[src/rtl/cpu_defs.sv]
// Shared definitions for the single-cycle MIPS datapath: next-PC selects,
// fetch FSM states and the opcodes the control unit keys on.
package cpu_defs;

    localparam logic [1:0] NPC_SEQ = 2'b00;
    localparam logic [1:0] NPC_BR  = 2'b01;
    localparam logic [1:0] NPC_J   = 2'b10;
    localparam logic [1:0] NPC_JR  = 2'b11;

    localparam logic [5:0] OP_RTYPE = 6'b000000;
    localparam logic [5:0] OP_JAL   = 6'b000011;

    localparam int ACK_CNT_W = 8;

    typedef enum logic [1:0] {
        S_IDLE = 2'b00,
        S_REQ  = 2'b01,
        S_HOLD = 2'b10
    } fetch_state_t;

endpackage

[src/rtl/npc_calc.sv]
// Combinational next-PC selection: sequential, PC-relative branch, region jump
// or register target, plus the misalignment indication for register targets.
module npc_calc
    import cpu_defs::*;
(
    input  logic [31:0] pc_plus4,
    input  logic [31:0] ir,
    input  logic [31:0] rs_data,
    input  logic [1:0]  next_pc_sel,
    output logic [31:0] next_pc,
    output logic        misalign
);

    logic [31:0] br_offset;
    logic [31:0] jump_target;
    logic        unused_opcode;

    assign br_offset     = {{14{ir[15]}}, ir[15:0], 2'b00};
    assign jump_target   = {pc_plus4[31:28], ir[25:0], 2'b00};
    assign unused_opcode = &{1'b0, ir[31:26]};

    always_comb begin
        next_pc  = pc_plus4;
        misalign = 1'b0;
        case (next_pc_sel)
            NPC_SEQ: next_pc = pc_plus4;
            NPC_BR:  next_pc = pc_plus4 + br_offset;
            NPC_J:   next_pc = jump_target;
            NPC_JR: begin
                // Low bits are forced to zero; the caller records the fault.
                next_pc  = {rs_data[31:2], 2'b00};
                misalign = |rs_data[1:0];
            end
            default: next_pc = pc_plus4;
        endcase
    end

endmodule

[src/rtl/instr_fetch_unit.sv]
// Instruction fetch stage: PC and IR registers, req/ack fetch FSM, ack timeout
// watchdog and decoded instruction fields for the control unit.
module instr_fetch_unit
    import cpu_defs::*;
#(
    parameter logic [31:0] RESET_PC    = 32'h0000_0000,
    parameter int          ACK_TIMEOUT = 255
) (
    input  logic        clk,
    input  logic        rst,
    output logic        imem_req,
    output logic [31:0] imem_addr,
    input  logic        imem_ack,
    input  logic [31:0] imem_rdata,
    output logic        instr_valid,
    input  logic        instr_ready,
    output logic [5:0]  opcode,
    output logic [5:0]  funct,
    output logic [4:0]  rs,
    output logic [4:0]  rt,
    output logic [4:0]  rd,
    output logic [15:0] imm,
    input  logic [1:0]  next_pc_sel,
    input  logic [31:0] rs_data,
    output logic [31:0] pc,
    output logic [31:0] pc_plus4,
    output logic        misalign_err,
    output logic        imem_timeout
);

    localparam logic [ACK_CNT_W-1:0] ACK_LIMIT = ACK_CNT_W'(ACK_TIMEOUT);

    fetch_state_t         state;
    fetch_state_t         state_next;
    logic [31:0]          ir;
    logic [31:0]          next_pc;
    logic                 jr_misalign;
    logic [ACK_CNT_W-1:0] wait_cnt;
    logic                 retire;

    assign retire = (state == S_HOLD) && instr_ready;

    always_ff @(posedge clk) begin
        if (rst) begin
            state <= S_IDLE;
        end else begin
            state <= state_next;
        end
    end

    always_comb begin
        state_next  = state;
        imem_req    = 1'b0;
        instr_valid = 1'b0;
        case (state)
            S_IDLE: state_next = S_REQ;
            S_REQ: begin
                imem_req = 1'b1;
                if (imem_ack) begin
                    state_next = S_HOLD;
                end
            end
            S_HOLD: begin
                instr_valid = 1'b1;
                if (instr_ready) begin
                    state_next = S_REQ;
                end
            end
            default: state_next = S_IDLE;
        endcase
    end

    npc_calc u_npc_calc (
        .pc_plus4    (pc_plus4),
        .ir          (ir),
        .rs_data     (rs_data),
        .next_pc_sel (next_pc_sel),
        .next_pc     (next_pc),
        .misalign    (jr_misalign)
    );

    always_ff @(posedge clk) begin
        if (rst) begin
            pc           <= RESET_PC;
            ir           <= 32'h0000_0000;
            wait_cnt     <= '0;
            misalign_err <= 1'b0;
            imem_timeout <= 1'b0;
        end else begin
            case (state)
                S_IDLE: wait_cnt <= '0;
                S_REQ: begin
                    if (imem_ack) begin
                        ir <= imem_rdata;
                    end else if (wait_cnt != ACK_LIMIT) begin
                        // Counter saturates at the limit; the request stays up.
                        wait_cnt <= wait_cnt + 1'b1;
                        if ((wait_cnt + 1'b1) == ACK_LIMIT) begin
                            imem_timeout <= 1'b1;
                        end
                    end
                end
                S_HOLD: begin
                    if (retire) begin
                        pc       <= next_pc;
                        wait_cnt <= '0;
                        if (jr_misalign) begin
                            misalign_err <= 1'b1;
                        end
                    end
                end
                default: wait_cnt <= '0;
            endcase
        end
    end

    assign pc_plus4  = pc + 32'd4;
    assign imem_addr = pc;

    assign opcode = ir[31:26];
    assign rs     = ir[25:21];
    assign rt     = ir[20:16];
    assign rd     = ir[15:11];
    assign imm    = ir[15:0];
    assign funct  = ir[5:0];

endmodule

[config.mk]
export PLATFORM = sky130hd
export DESIGN_NAME = instr_fetch_unit
export DESIGN_NICKNAME = d
export VERILOG_FILES = /design/src/rtl/cpu_defs.sv /design/src/rtl/npc_calc.sv /design/src/rtl/instr_fetch_unit.sv
export SDC_FILE = /design/constraint.sdc
export NUM_CORES = 1
export LEC_CHECK = 0
export ABC_CLOCK_PERIOD_IN_PS = 7300
export BUFFER_PORTS_ARGS = -buffer_cell sky130_fd_sc_hd__buf_2
export CELL_PAD_IN_SITES_DETAIL_PLACEMENT = 0
export CELL_PAD_IN_SITES_GLOBAL_PLACEMENT = 1
export CORE_MARGIN = 4
export CORE_UTILIZATION = 40
export CTS_BUF_LIST = sky130_fd_sc_hd__clkbuf_2 sky130_fd_sc_hd__clkbuf_4 sky130_fd_sc_hd__clkbuf_8
export CTS_CLUSTER_SIZE = 30
export DETAILED_ROUTE_END_ITERATION = 8
export GPL_TIMING_DRIVEN = 0
export MAX_ROUTING_LAYER = met4
export PLACE_DENSITY = 0.91
export SYNTH_ARGS = -nofsm -noshare
export SYNTH_HDL_FRONTEND = slang
export SYNTH_SLANG_ARGS = --single-unit
[constraint.sdc]
create_clock -name clk -period 7.3 [get_ports clk]
set_input_delay 0.365 -clock clk [delete_from_list [all_inputs] [get_ports clk]]
set_output_delay 0.365 -clock clk [all_outputs]
set_load 0.1 [all_outputs]
==> results of run 1 <==
[final cells by class]
class / instances / area (sq um)
inverter: 18 / 67.6
buffer: 84 / 493
antenna: 1 / 2.50
fill: 1488 / 7120
multi-input combinational: 602 / 3970
sequential: 74 / 1480
tap: 184 / 230
clock inverter: 5 / 62.6
clock buffer: 11 / 145
timing repair buffer: 204 / 1020
[cell families after synthesis]
group / share of synthesized area
AO/OA/AOI/OAI: 0.213
XOR/XNOR: 0.0790
adder cells (fa/ha/maj): 0.0786
buffers and inverters: 0.0936
flip-flops: 0.247
multiplexers: 0.0750
other: 0.000626
AND/OR/NAND/NOR: 0.213
[worst max-delay path, delay by kind of cell (launching register included)]
kind	cells	cell delay (ps)
flip-flops	1	520
AO/OA/AOI/OAI	3	800
adder cells (fa/ha/maj)	2	540
XOR/XNOR	2	520
buffers and inverters	1	270
multiplexers	1	440
AND/OR/NAND/NOR	5	1500
[synth_stat cells (all sizes together), types with 11 or more instances]
| master | instances |
|---|---|
| dfxtp | 74 |
| and3 | 11 |
| nand2 | 125 |
| xnor2 | 34 |
| a21o | 18 |
| a21oi | 98 |
| o21ai | 27 |
| xor2 | 20 |
| mux4 | 13 |
| buf | 51 |
| nor2 | 51 |
| ha | 36 |
| nand3 | 26 |
| nor3 | 14 |
| clkbuf | 33 |
| inv | 18 |
[sequential cells by signal (all words and copies together), names as in the netlist]
name	cells
state	2
ir	32
misalign_err	1
wait_cnt	8
imem_addr	30
imem_timeout	1
[power groups by stage]
stage	registers (uW)	logic, uW	clock network (uW)
after floorplan	515	179	0
after global placement	442	326	0
after detailed placement	443	328	0
after CTS	433	329	363
after global routing	436	347	378
final	434	330	354
[metal layers]
layer / share of wire / routed length (microns)
met4: 0.029 / 628
met1: 0.44 / 9420
met2: 0.44 / 9430
met3: 0.097 / 2090
met5: 0 / 0
[how the worst min path moves through the flow]
stage,endpoint,slack (ps),cells past startpoint
2_1_floorplan,wait_cnt[7]$_SDFFE_PP0P_,470,2
3_3_place_gp,ir[31]$_SDFFE_PP0P_,440,2
3_5_place_dp,ir[26]$_SDFFE_PP0P_,440,2
4_1_cts,ir[24]$_SDFFE_PP0P_,180,3
5_1_grt,ir[14]$_SDFFE_PP0P_,200,3
6_report,ir[24]$_SDFFE_PP0P_,200,3
[per-stage QoR]
stage | total power, uW | instances | hold slack (ps) | setup WS [ps] | instance area, sq um
6_report | 1120 | 1183 | 202 | 2600 | 7470
3_3_place_gp | 768 | 1166 | 441 | 2690 | 7260
3_5_place_dp | 771 | 1166 | 444 | 2680 | 7260
5_1_grt | 1160 | 1183 | 198 | 2380 | 7470
2_1_floorplan | 694 | 778 | 472 | 1290 | 6010
4_1_cts | 1130 | 1182 | 182 | 2670 | 7470
==> impl_metrics.py, run 1 <==
metrics = {
    "placement": {
        "place.gp.congestion": 0.933,
        "dp_hpwl_microns": 16800,
        "numPortBuffers": 204,
    },
    "drt": {
        "wl_microns": 21600,
        "drt-initial-drc-count": 482,
        "ant_nets": 0,
        "drt-pass1-iter-count": 5,
        "vias": 6501,
        "drc": 0,
        "wl_per_cell_microns": 18.2,
        "via_per_inst": 5.50,
    },
    "clock_network": {
        "clockRootBuffer": "clkbuf_8",
        "clock_path_buffers": 2,
        "h-tree-depth": 3,
        "post_cts_buffers": 0,
        "clkLatencyLatePin_ps": 390,
        "path_clk_slew_ps": 90,
        "ctsHoldBuffers": 0,
        "cts_resized": 0,
        "cts_tree": "done",
        "cts_buffers": 9,
        "cts_sinks": 74,
    },
    "floorplan": {
        "die_height_microns": 130,
        "top_level_ports": 213,
        "dieArea_sq_um": 17000,
        "start_util": 0.410,
        "dieWidth_microns": 130,
        "row_count": 44,
        "coreArea_sq_um": 14600,
    },
    "critical_path": {
        "critPathSlowestCell": "nor3_2",
        "path_max_fanout": 9,
        "crit_path_max_incr_delay_ps": 730,
        "crit_type": "flop to flop",
        "path_cells": "ha_1 -> nand3_2 -> nor3_2 -> nand4_1 -> xnor2_1 -> ha_1 -> clkbuf_1 -> and3_1 -> nand4_1 -> o311ai_2 -> o221ai_2 -> xnor2_1 -> mux4_2 -> a22o_1",
        "startpoint_type": "flop",
        "end_kind": "flop",
        "critical_path_arrival_ps": 4990,
        "critPathLaunch": "imem_addr[2]$_SDFFE_PP0P_",
        "required_ps": 7590,
        "r2r_setup_slack_ps": 2600,
        "crit_end": "imem_addr[27]$_SDFFE_PP0P_",
        "reg2reg_from": "imem_addr[2]$_SDFFE_PP0P_",
        "ff2ff_path_depth": 14,
        "r2r-end": "imem_addr[27]$_SDFFE_PP0P_",
    },
    "synth": {
        "yosys_warnings": 0,
        "ys_seq_area_frac": 0.247,
        "synth-edff-count": 0,
        "async_reset_ff_frac": 0,
        "yosys.area.top_type_share": 0.247,
        "yosysUniqueCellTypes": 65,
        "synth_area_leaders": "dfxtp_1 (25%), a21oi_1 (8.2%), nand2_1 (7.8%)",
        "netlist_area_sq_um": 5990,
        "syn_area_per_cell_sq_um": 7.75,
        "synthCells": 773,
        "synth_top_area_cell": "dfxtp_1",
        "synth-main-ff-cell": "dfxtp_1",
        "ys_ff_latch": 74,
    },
    "grt": {
        "antenna_found_initial": 1,
        "grt.total_usage": 0.255,
        "grt_start_max_net_pins": 23,
        "use_met3": 0.0557,
        "grt_pass1_vias": 5887,
        "use_met1": 0.342,
        "overflow": 0,
        "gr-max-usage-layer": "met2",
        "grt_use_met2": 0.378,
        "grt_pass1_wl_microns": 32400,
    },
    "cells_and_area": {
        "area_delta_synth_final_pct": 24.7,
        "layout.nets": 1100,
        "final_util": 0.512,
        "layout-drive-gt1-share": 0.304,
        "final_cell_mix": "buf_2 (204), nand2_1 (124), a21oi_1 (98)",
        "final_common_cell": "buf_2",
    },
    "power": {
        "pwr-share-comb": 0.295,
        "p_seq_frac": 0.388,
        "p_int_uw": 666,
        "switching_share": 0.404,
        "vdd_drop_max_mv": 0.120,
        "pwr-share-clk": 0.317,
        "leakage_uw": 0.00366,
        "netSwitchingPower_uw": 451,
        "power.density_nw_per_um2": 150,
    },
    "sta": {
        "period_share": 0.644,
        "tightest_slew_ps": 1000,
        "fin_skew_ps": 7.02,
        "setup-violations-final": 0,
        "hold_viol": 0,
        "setup_tns_ps": 0,
        "period_minus_slack_ps": 4700,
        "relSlewSlack": 0.333,
        "rsz0062_at_grt": "false",
        "slew_viol_final": 0,
        "max_freq_ghz": 0.213,
    },
    "run": {
        "maxCapViolCount": 0,
    },
    "outcome": {
        "status": "completed",
    },
    "worst_hold_path": {
        "hold_class": "input pin to flop",
        "min_from": "imem_rdata[24]",
    },
}
Power figures use the tool's default switching activity.
==> run 2, diff against run 1 <==
--- a/config.mk
+++ b/config.mk
@@ -5,18 +5,19 @@
 export SDC_FILE = /design/constraint.sdc
 export NUM_CORES = 1
 export LEC_CHECK = 0
-export ABC_CLOCK_PERIOD_IN_PS = 7300
+export ABC_AREA = 1
+export ABC_CLOCK_PERIOD_IN_PS = 4600
 export BUFFER_PORTS_ARGS = -buffer_cell sky130_fd_sc_hd__buf_2
 export CELL_PAD_IN_SITES_DETAIL_PLACEMENT = 0
 export CELL_PAD_IN_SITES_GLOBAL_PLACEMENT = 1
 export CORE_MARGIN = 4
-export CORE_UTILIZATION = 40
+export CORE_UTILIZATION = 36
 export CTS_BUF_LIST = sky130_fd_sc_hd__clkbuf_2 sky130_fd_sc_hd__clkbuf_4 sky130_fd_sc_hd__clkbuf_8
 export CTS_CLUSTER_SIZE = 30
 export DETAILED_ROUTE_END_ITERATION = 8
 export GPL_TIMING_DRIVEN = 0
 export MAX_ROUTING_LAYER = met4
-export PLACE_DENSITY = 0.91
+export PLACE_DENSITY = 0.85
 export SYNTH_ARGS = -nofsm -noshare
 export SYNTH_HDL_FRONTEND = slang
 export SYNTH_SLANG_ARGS = --single-unit
==> constraint.sdc (replaced) <==
create_clock -name clk -period 4.6 [get_ports clk]
set_input_delay 0.23 -clock clk [delete_from_list [all_inputs] [get_ports clk]]
set_output_delay 0.23 -clock clk [all_outputs]
set_load 0.1 [all_outputs]
==> run 2 against run 1 <==
Sequential share of layout area decreased by 2.6 points. Via count increased by 26%. Critical path depth increased by 4. First-iteration DRC count increased by 9.3%. Clock power increased by 43%. Maximum frequency increased by 28%. Clock skew increased by 2.8 ps. Final area increased by 15%. Utilization decreased by 5.5 points.
==> impl_metrics.py, run 2 <==
metrics = {
    "outcome": {
        "status": "completed",
    },
    "clock_network": {
        "cts_tree": "done",
        "clock_path_buffers": 2,
        "post_cts_buffers": 0,
        "cts_sinks": 74,
        "clockRootBuffer": "clkbuf_8",
        "path_clk_slew_ps": 80,
        "ctsHoldBuffers": 0,
        "h-tree-depth": 3,
        "clkLatencyLatePin_ps": 370,
        "cts_resized": 0,
        "cts_buffers": 9,
    },
    "grt": {
        "grt_pass1_wl_microns": 43000,
        "antenna_found_initial": 2,
        "use_met1": 0.340,
        "grt.total_usage": 0.262,
        "grt_pass1_vias": 7693,
        "use_met3": 0.0478,
        "gr-max-usage-layer": "met2",
        "grt_use_met2": 0.420,
        "overflow": 0,
        "grt_start_max_net_pins": 24,
    },
    "critical_path": {
        "crit_top_cell": "nand2_1",
        "crit_type": "flop to flop",
        "required_ps": 4900,
        "crit_path_max_incr_delay_ps": 560,
        "path_cells": "nand2_1 -> inv_1 -> nand3_1 -> nor3_1 -> nand4_1 -> xor2_1 -> inv_1 -> ha_1 -> nand2_1 -> nor2_1 -> nand2_1 -> nor3_1 -> nand2_1 -> nand3_1 -> nand3_1 -> nand2_1 -> nand2_1 -> a21oi_1",
        "startpoint_type": "flop",
        "critPathSlowestCell": "dfxtp_1",
        "path_max_fanout": 7,
        "end_kind": "flop",
        "critical_path_arrival_ps": 3980,
    },
    "power": {
        "vdd_drop_max_mv": 0.192,
        "power_uw": 1800,
        "leakage_uw": 0.00458,
        "power.density_nw_per_um2": 209,
    },
    "sta": {
        "setup_slack_ps": 915,
        "setup_tns_ps": 0,
        "rsz0062_at_grt": "false",
        "relSlewSlack": 0.291,
        "setup-violations-final": 0,
        "hold_viol": 0,
        "fin_skew_ps": 9.79,
        "max_freq_ghz": 0.271,
        "period_minus_slack_ps": 3690,
        "tightest_slew_ps": 1060,
        "period_share": 0.801,
        "slew_viol_final": 0,
    },
    "cells_and_area": {
        "final_common_cell": "nand2_1",
        "area_delta_synth_final_pct": 23.7,
        "top_register": "ir",
        "regArea_sq_um": 1480,
        "final_cell_mix": "nand2_1 (364), buf_2 (208), inv_1 (147)",
        "largest_register_ffs": 32,
        "layout.nets": 1493,
        "multi_input_area_sq_um": 4510,
        "layout-drive-gt1-share": 0.240,
        "fillCellCount": 2096,
        "design_area_sq_um": 8610,
    },
    "worst_hold_path": {
        "hold_class": "input pin to flop",
    },
    "synth": {
        "synthCells": 1167,
        "synth_common_cells": "nand2_1 (364), inv_1 (148), a21oi_1 (97)",
        "yosysMostFrequentCell": "nand2_1",
        "synth_fa_ha_area_frac": 0.0676,
        "yosys_warnings": 0,
        "synth-main-ff-cell": "dfxtp_1",
        "synth_top_area_cell": "dfxtp_1",
        "synthMuxAreaShare": 0,
        "synth-simple-area-share": 0.383,
        "ys_seq_area_frac": 0.213,
        "netlist_area_sq_um": 6960,
        "synth_top_family_by_area": "simple AND/OR/NAND/NOR gates",
        "ys_ff_latch": 74,
        "syn_area_per_cell_sq_um": 5.96,
        "synth_xor_area_frac": 0.0399,
        "async_reset_ff_frac": 0,
        "yosysUniqueCellTypes": 46,
        "yosys.area.top_type_share": 0.213,
        "synth-edff-count": 0,
        "synth_compound_area_frac": 0.141,
        "synth_area_leaders": "dfxtp_1 (21%), nand2_1 (20%), inv_1 (8.0%)",
    },
    "floorplan": {
        "row_count": 50,
        "dieWidth_microns": 147,
        "dieArea_sq_um": 21600,
        "coreArea_sq_um": 18800,
        "top_level_ports": 213,
        "die_height_microns": 147,
        "start_util": 0.370,
    },
    "placement": {
        "dpl_cell_area_sq_um": 8420,
        "numPortBuffers": 203,
        "place.gp.congestion": 0.912,
        "dp_hpwl_microns": 23500,
        "pre_cts_slack_ps": 983,
    },
    "drt": {
        "wl_per_cell_microns": 17.1,
        "drt-pass1-iter-count": 5,
        "drc": 0,
        "ant_nets": 0,
        "via_per_inst": 4.94,
        "vias": 8167,
        "wl_microns": 28300,
        "drt-initial-drc-count": 527,
    },
    "run": {
        "maxCapViolCount": 0,
    },
}
run 2: per-stage QoR:
step / utilization / hold slack (ps) / instances
floorplan: - / 394 / 1172
global placement: 0.447 / 446 / 1635
detailed placement: 0.447 / 454 / 1635
CTS: 0.457 / 105 / 1650
global route: 0.457 / 123 / 1652
finish: 0.457 / 123 / 1653
run 2: metal layers:
layer | up-vias | part of all wire
met5 | - | 0
met4 | 0 | 0.022
met3 | 44 | 0.081
met2 | 277 | 0.46
met1 | 3716 | 0.44
li1 | 4130 | -
run 2: cell families after synthesis:
family          after synthesis
xor+xnor                     30
buf+inv                     239
flops                        74
fa+ha+maj                    37
simple gates                613
other cells                   1
compound gates              173
run 2: layout make-up:
type	instances	share of cell area
antenna	3	0.000872
buffer	82	0.0570
clock buffer	12	0.0185
clock inverter	3	0.00291
inverter	157	0.0689
multi-input combinational	859	0.524
sequential	74	0.172
tap	260	0.0378
timing repair buffer	203	0.118
run 2: critical path: cells and delay by family, from the launching register on:
kind / cells / cell delay (ps)
XOR/XNOR: 1 / 370
AND/OR/NAND/NOR: 13 / 1960
AO/OA/AOI/OAI: 1 / 110
adder cells (fa/ha/maj): 1 / 390
flip-flops: 1 / 560
buffers and inverters: 2 / 220
run 2: path summary, 6_finish.rpt:
| kind | end | slack (ps) | cells past startpoint | from |
|---|---|---|---|---|
| worst max-delay path | imem_addr[30]$_SDFFE_PP0P_ | 910 | 18 | imem_addr[18]$_SDFFE_PP0P_ |
| worst min register to register | ir[27]$_SDFFE_PP0P_ | 470 | 2 | ir[27]$_SDFFE_PP0P_ |
| worst max register to register | imem_addr[30]$_SDFFE_PP0P_ | 910 | 18 | imem_addr[18]$_SDFFE_PP0P_ |
| worst min-delay path | ir[13]$_SDFFE_PP0P_ | 120 | 3 | imem_rdata[13] |
run 2: power by group:
| group | internal (uW) | switching [uW] |
|---|---|---|
| sequential | 662 | 35.1 |
| clock | 231 | 275 |
| combinational | 130 | 462 |
==> run 3, diff against run 2 <==
--- a/config.mk
+++ b/config.mk
@@ -6,18 +6,18 @@
 export NUM_CORES = 1
 export LEC_CHECK = 0
 export ABC_AREA = 1
-export ABC_CLOCK_PERIOD_IN_PS = 4600
+export ABC_CLOCK_PERIOD_IN_PS = 2970
 export BUFFER_PORTS_ARGS = -buffer_cell sky130_fd_sc_hd__buf_2
 export CELL_PAD_IN_SITES_DETAIL_PLACEMENT = 0
 export CELL_PAD_IN_SITES_GLOBAL_PLACEMENT = 1
 export CORE_MARGIN = 4
-export CORE_UTILIZATION = 36
+export CORE_UTILIZATION = 33
 export CTS_BUF_LIST = sky130_fd_sc_hd__clkbuf_2 sky130_fd_sc_hd__clkbuf_4 sky130_fd_sc_hd__clkbuf_8
 export CTS_CLUSTER_SIZE = 30
 export DETAILED_ROUTE_END_ITERATION = 8
 export GPL_TIMING_DRIVEN = 0
 export MAX_ROUTING_LAYER = met4
-export PLACE_DENSITY = 0.85
+export PLACE_DENSITY = 0.82
 export SYNTH_ARGS = -nofsm -noshare
 export SYNTH_HDL_FRONTEND = slang
 export SYNTH_SLANG_ARGS = --single-unit
==> constraint.sdc (replaced) <==
create_clock -name clk -period 2.97 [get_ports clk]
set_input_delay 0.1485 -clock clk [delete_from_list [all_inputs] [get_ports clk]]
set_output_delay 0.1485 -clock clk [all_outputs]
set_load 0.1 [all_outputs]
==> run 3 against run 2 <==
Worst hold slack worse by 98 ps. Non-clock buffer count is 57 higher. Die area is 8.6% higher. Clock skew is 4.2 ps higher. Sequential cell count stayed put. Final area is 21% higher. Combinational power is 71% higher. Utilization is 5.0 points higher. Routed wire length is 5.8% higher. Clock power is 71% higher. Sequential power is 55% higher. Worst setup slack worse by 1000 ps. The run now ends with setup timing left.
==> impl_metrics.py, run 3 (synthesis results as in run 2) <==
metrics = {
    "outcome": {
        "status": "complete, but fails checks",
        "violations": "setup timing",
    },
    "drt": {
        "wl_per_cell_microns": 17.4,
        "via_per_inst": 4.95,
        "vias": 8514,
        "wl_microns": 29900,
        "ant_nets": 0,
        "drt-initial-drc-count": 490,
        "drt-pass1-iter-count": 5,
        "drc": 0,
    },
    "placement": {
        "dpl_cell_area_sq_um": 8670,
        "pre_cts_slack_ps": -775,
        "place.gp.congestion": 0.930,
        "dp_hpwl_microns": 23700,
        "numPortBuffers": 203,
    },
    "cells_and_area": {
        "top_register": "ir",
        "final_util": 0.507,
        "largest_register_ffs": 32,
        "design_area_sq_um": 10400,
        "area_delta_synth_final_pct": 49.4,
        "layout-drive-gt1-share": 0.424,
        "final_cell_mix": "nand2_1 (301), buf_2 (207), inv_1 (125)",
        "final_common_cell": "nand2_1",
        "layout.nets": 1550,
    },
    "clock_network": {
        "path_clk_slew_ps": 90,
        "ctsHoldBuffers": 0,
        "clock_path_buffers": 2,
        "clockRootBuffer": "clkbuf_8",
        "h-tree-depth": 3,
        "cts_buffers": 9,
        "cts_sinks": 74,
        "clkLatencyLatePin_ps": 380,
        "cts_tree": "done",
    },
    "critical_path": {
        "end_kind": "flop",
        "ff2ff_path_depth": 21,
        "crit_type": "flop to flop",
        "required_ps": 3280,
        "r2r-end": "imem_addr[29]$_SDFFE_PP0P_",
        "critPathLaunch": "imem_addr[2]$_SDFFE_PP0P_",
        "r2r_setup_slack_ps": -100,
        "critical_path_arrival_ps": 3380,
        "startpoint_type": "flop",
        "crit_end": "imem_addr[29]$_SDFFE_PP0P_",
        "reg2reg_from": "imem_addr[2]$_SDFFE_PP0P_",
        "path_max_fanout": 4,
    },
    "sta": {
        "fin_skew_ps": 13.9,
        "slew_viol_final": 0,
        "tightest_slew_ps": 1040,
        "setup_slack_ps": -100,
        "max_freq_ghz": 0.326,
        "setup-violations-final": 8,
        "rsz0062_at_grt": "true",
        "relSlewSlack": 0.309,
        "period_share": 1.03,
        "period_minus_slack_ps": 3070,
        "setup_tns_ps": -310,
        "hold_viol": 0,
    },
    "grt": {
        "overflow": 0,
        "grt_pass1_vias": 8180,
        "antenna_found_initial": 1,
        "grt.total_usage": 0.251,
        "grt_pass1_wl_microns": 45000,
        "grt_start_max_net_pins": 24,
    },
    "floorplan": {
        "dieArea_sq_um": 23500,
        "die_height_microns": 153,
        "start_util": 0.340,
        "top_level_ports": 213,
        "row_count": 52,
        "coreArea_sq_um": 20500,
        "dieWidth_microns": 153,
    },
    "power": {
        "vdd_drop_max_mv": 0.245,
        "switching_share": 0.427,
        "power_uw": 2950,
        "p_int_uw": 1690,
        "pwr-share-clk": 0.293,
        "pwr-share-comb": 0.343,
        "power.density_nw_per_um2": 284,
        "p_seq_frac": 0.364,
        "netSwitchingPower_uw": 1260,
        "leakage_uw": 0.00525,
    },
    "run": {
        "maxCapViolCount": 0,
    },
    "worst_hold_path": {
        "hold_class": "input pin to flop",
    },
}
==> run 3: changes by cell type in the layout (fill, tap and decap cells not counted), sizes merged <==
| cell | change |
|---|---|
| buf | +57 |
| bufinv | +1 |
| clkinvlp | +1 |
| diode | -2 |
| clkbuf | -1 |
==> run 3: metrics by stage <==
stage	std cells	hold slack, ps
after floorplan	1172	313
after global placement	1645	423
after detailed placement	1645	429
after CTS	1690	11.8
after global routing	1719	15.8
final	1719	25.2
==> run 3: critical path, stage by stage, from the launching register on <==
cell	delay, ps
dfxtp_4	420
ha_4	160
nand2_4	60
nor3b_4	280
nand2_2	170
nor2_4	180
nand2_2	110
xor2_4	180
inv_2	80
ha_4	300
nand2_4	70
nor2_4	130
nand2_4	80
buf_6	120
inv_2	40
a21oi_2	50
buf_4	140
nand3_4	60
nand3_4	90
nand2_2	110
nand2_2	50
a21oi_2	110
==> run 3: power by group through the flow <==
stage	Sequential [uW]	Combinational [uW]	Clock, uW
floorplan	1300	500	0
global placement	1100	917	0
detailed placement	1100	921	0
CTS	1080	959	877
global route	1080	1070	913
finish	1080	1010	865
==> run 3: worst min-delay path by stage <==
| stage | from | to | slack, ps | cells past startpoint |
|---|---|---|---|---|
| 6_report | imem_rdata[26] | ir[26]$_SDFFE_PP0P_ | 30 | 3 |
| 5_1_grt | imem_rdata[26] | ir[26]$_SDFFE_PP0P_ | 20 | 3 |
| 4_1_cts | imem_rdata[26] | ir[26]$_SDFFE_PP0P_ | 10 | 3 |
| 3_5_place_dp | imem_rdata[26] | ir[26]$_SDFFE_PP0P_ | 430 | 3 |
| 3_3_place_gp | imem_rdata[2] | ir[2]$_SDFFE_PP0P_ | 420 | 3 |
| 2_1_floorplan | imem_rdata[10] | ir[10]$_SDFFE_PP0P_ | 310 | 2 |
==> run 3: repair_timing <==
action / 4_1_cts / 5_1_grt
setup endpoints to repair: 24 / 23
pin swaps: 38 / 70
buffers inserted: 30 / 28
gates resized for setup: 108 / 170
==> run 3: metal layers <==
metal	up-vias	track usage	routed length (microns)
met1	3949	0.314	12900
met3	43	0.0387	1790
met2	274	0.416	14500
met5	-	-	0
li1	4248	-	-
met4	0	0.0815	690
==> run 3: final cells by class <==
type / count / area, sq um
Clock inverter: 5 / 61.3
Tap cell: 270 / 338
Fill cell: 2048 / 10100
Buffer: 81 / 485
Multi-Input combinational cell: 859 / 5740
Sequential cell: 74 / 1550
Antenna cell: 1 / 2.50
Inverter: 157 / 603
Timing Repair Buffer: 261 / 1480
Clock buffer: 11 / 145
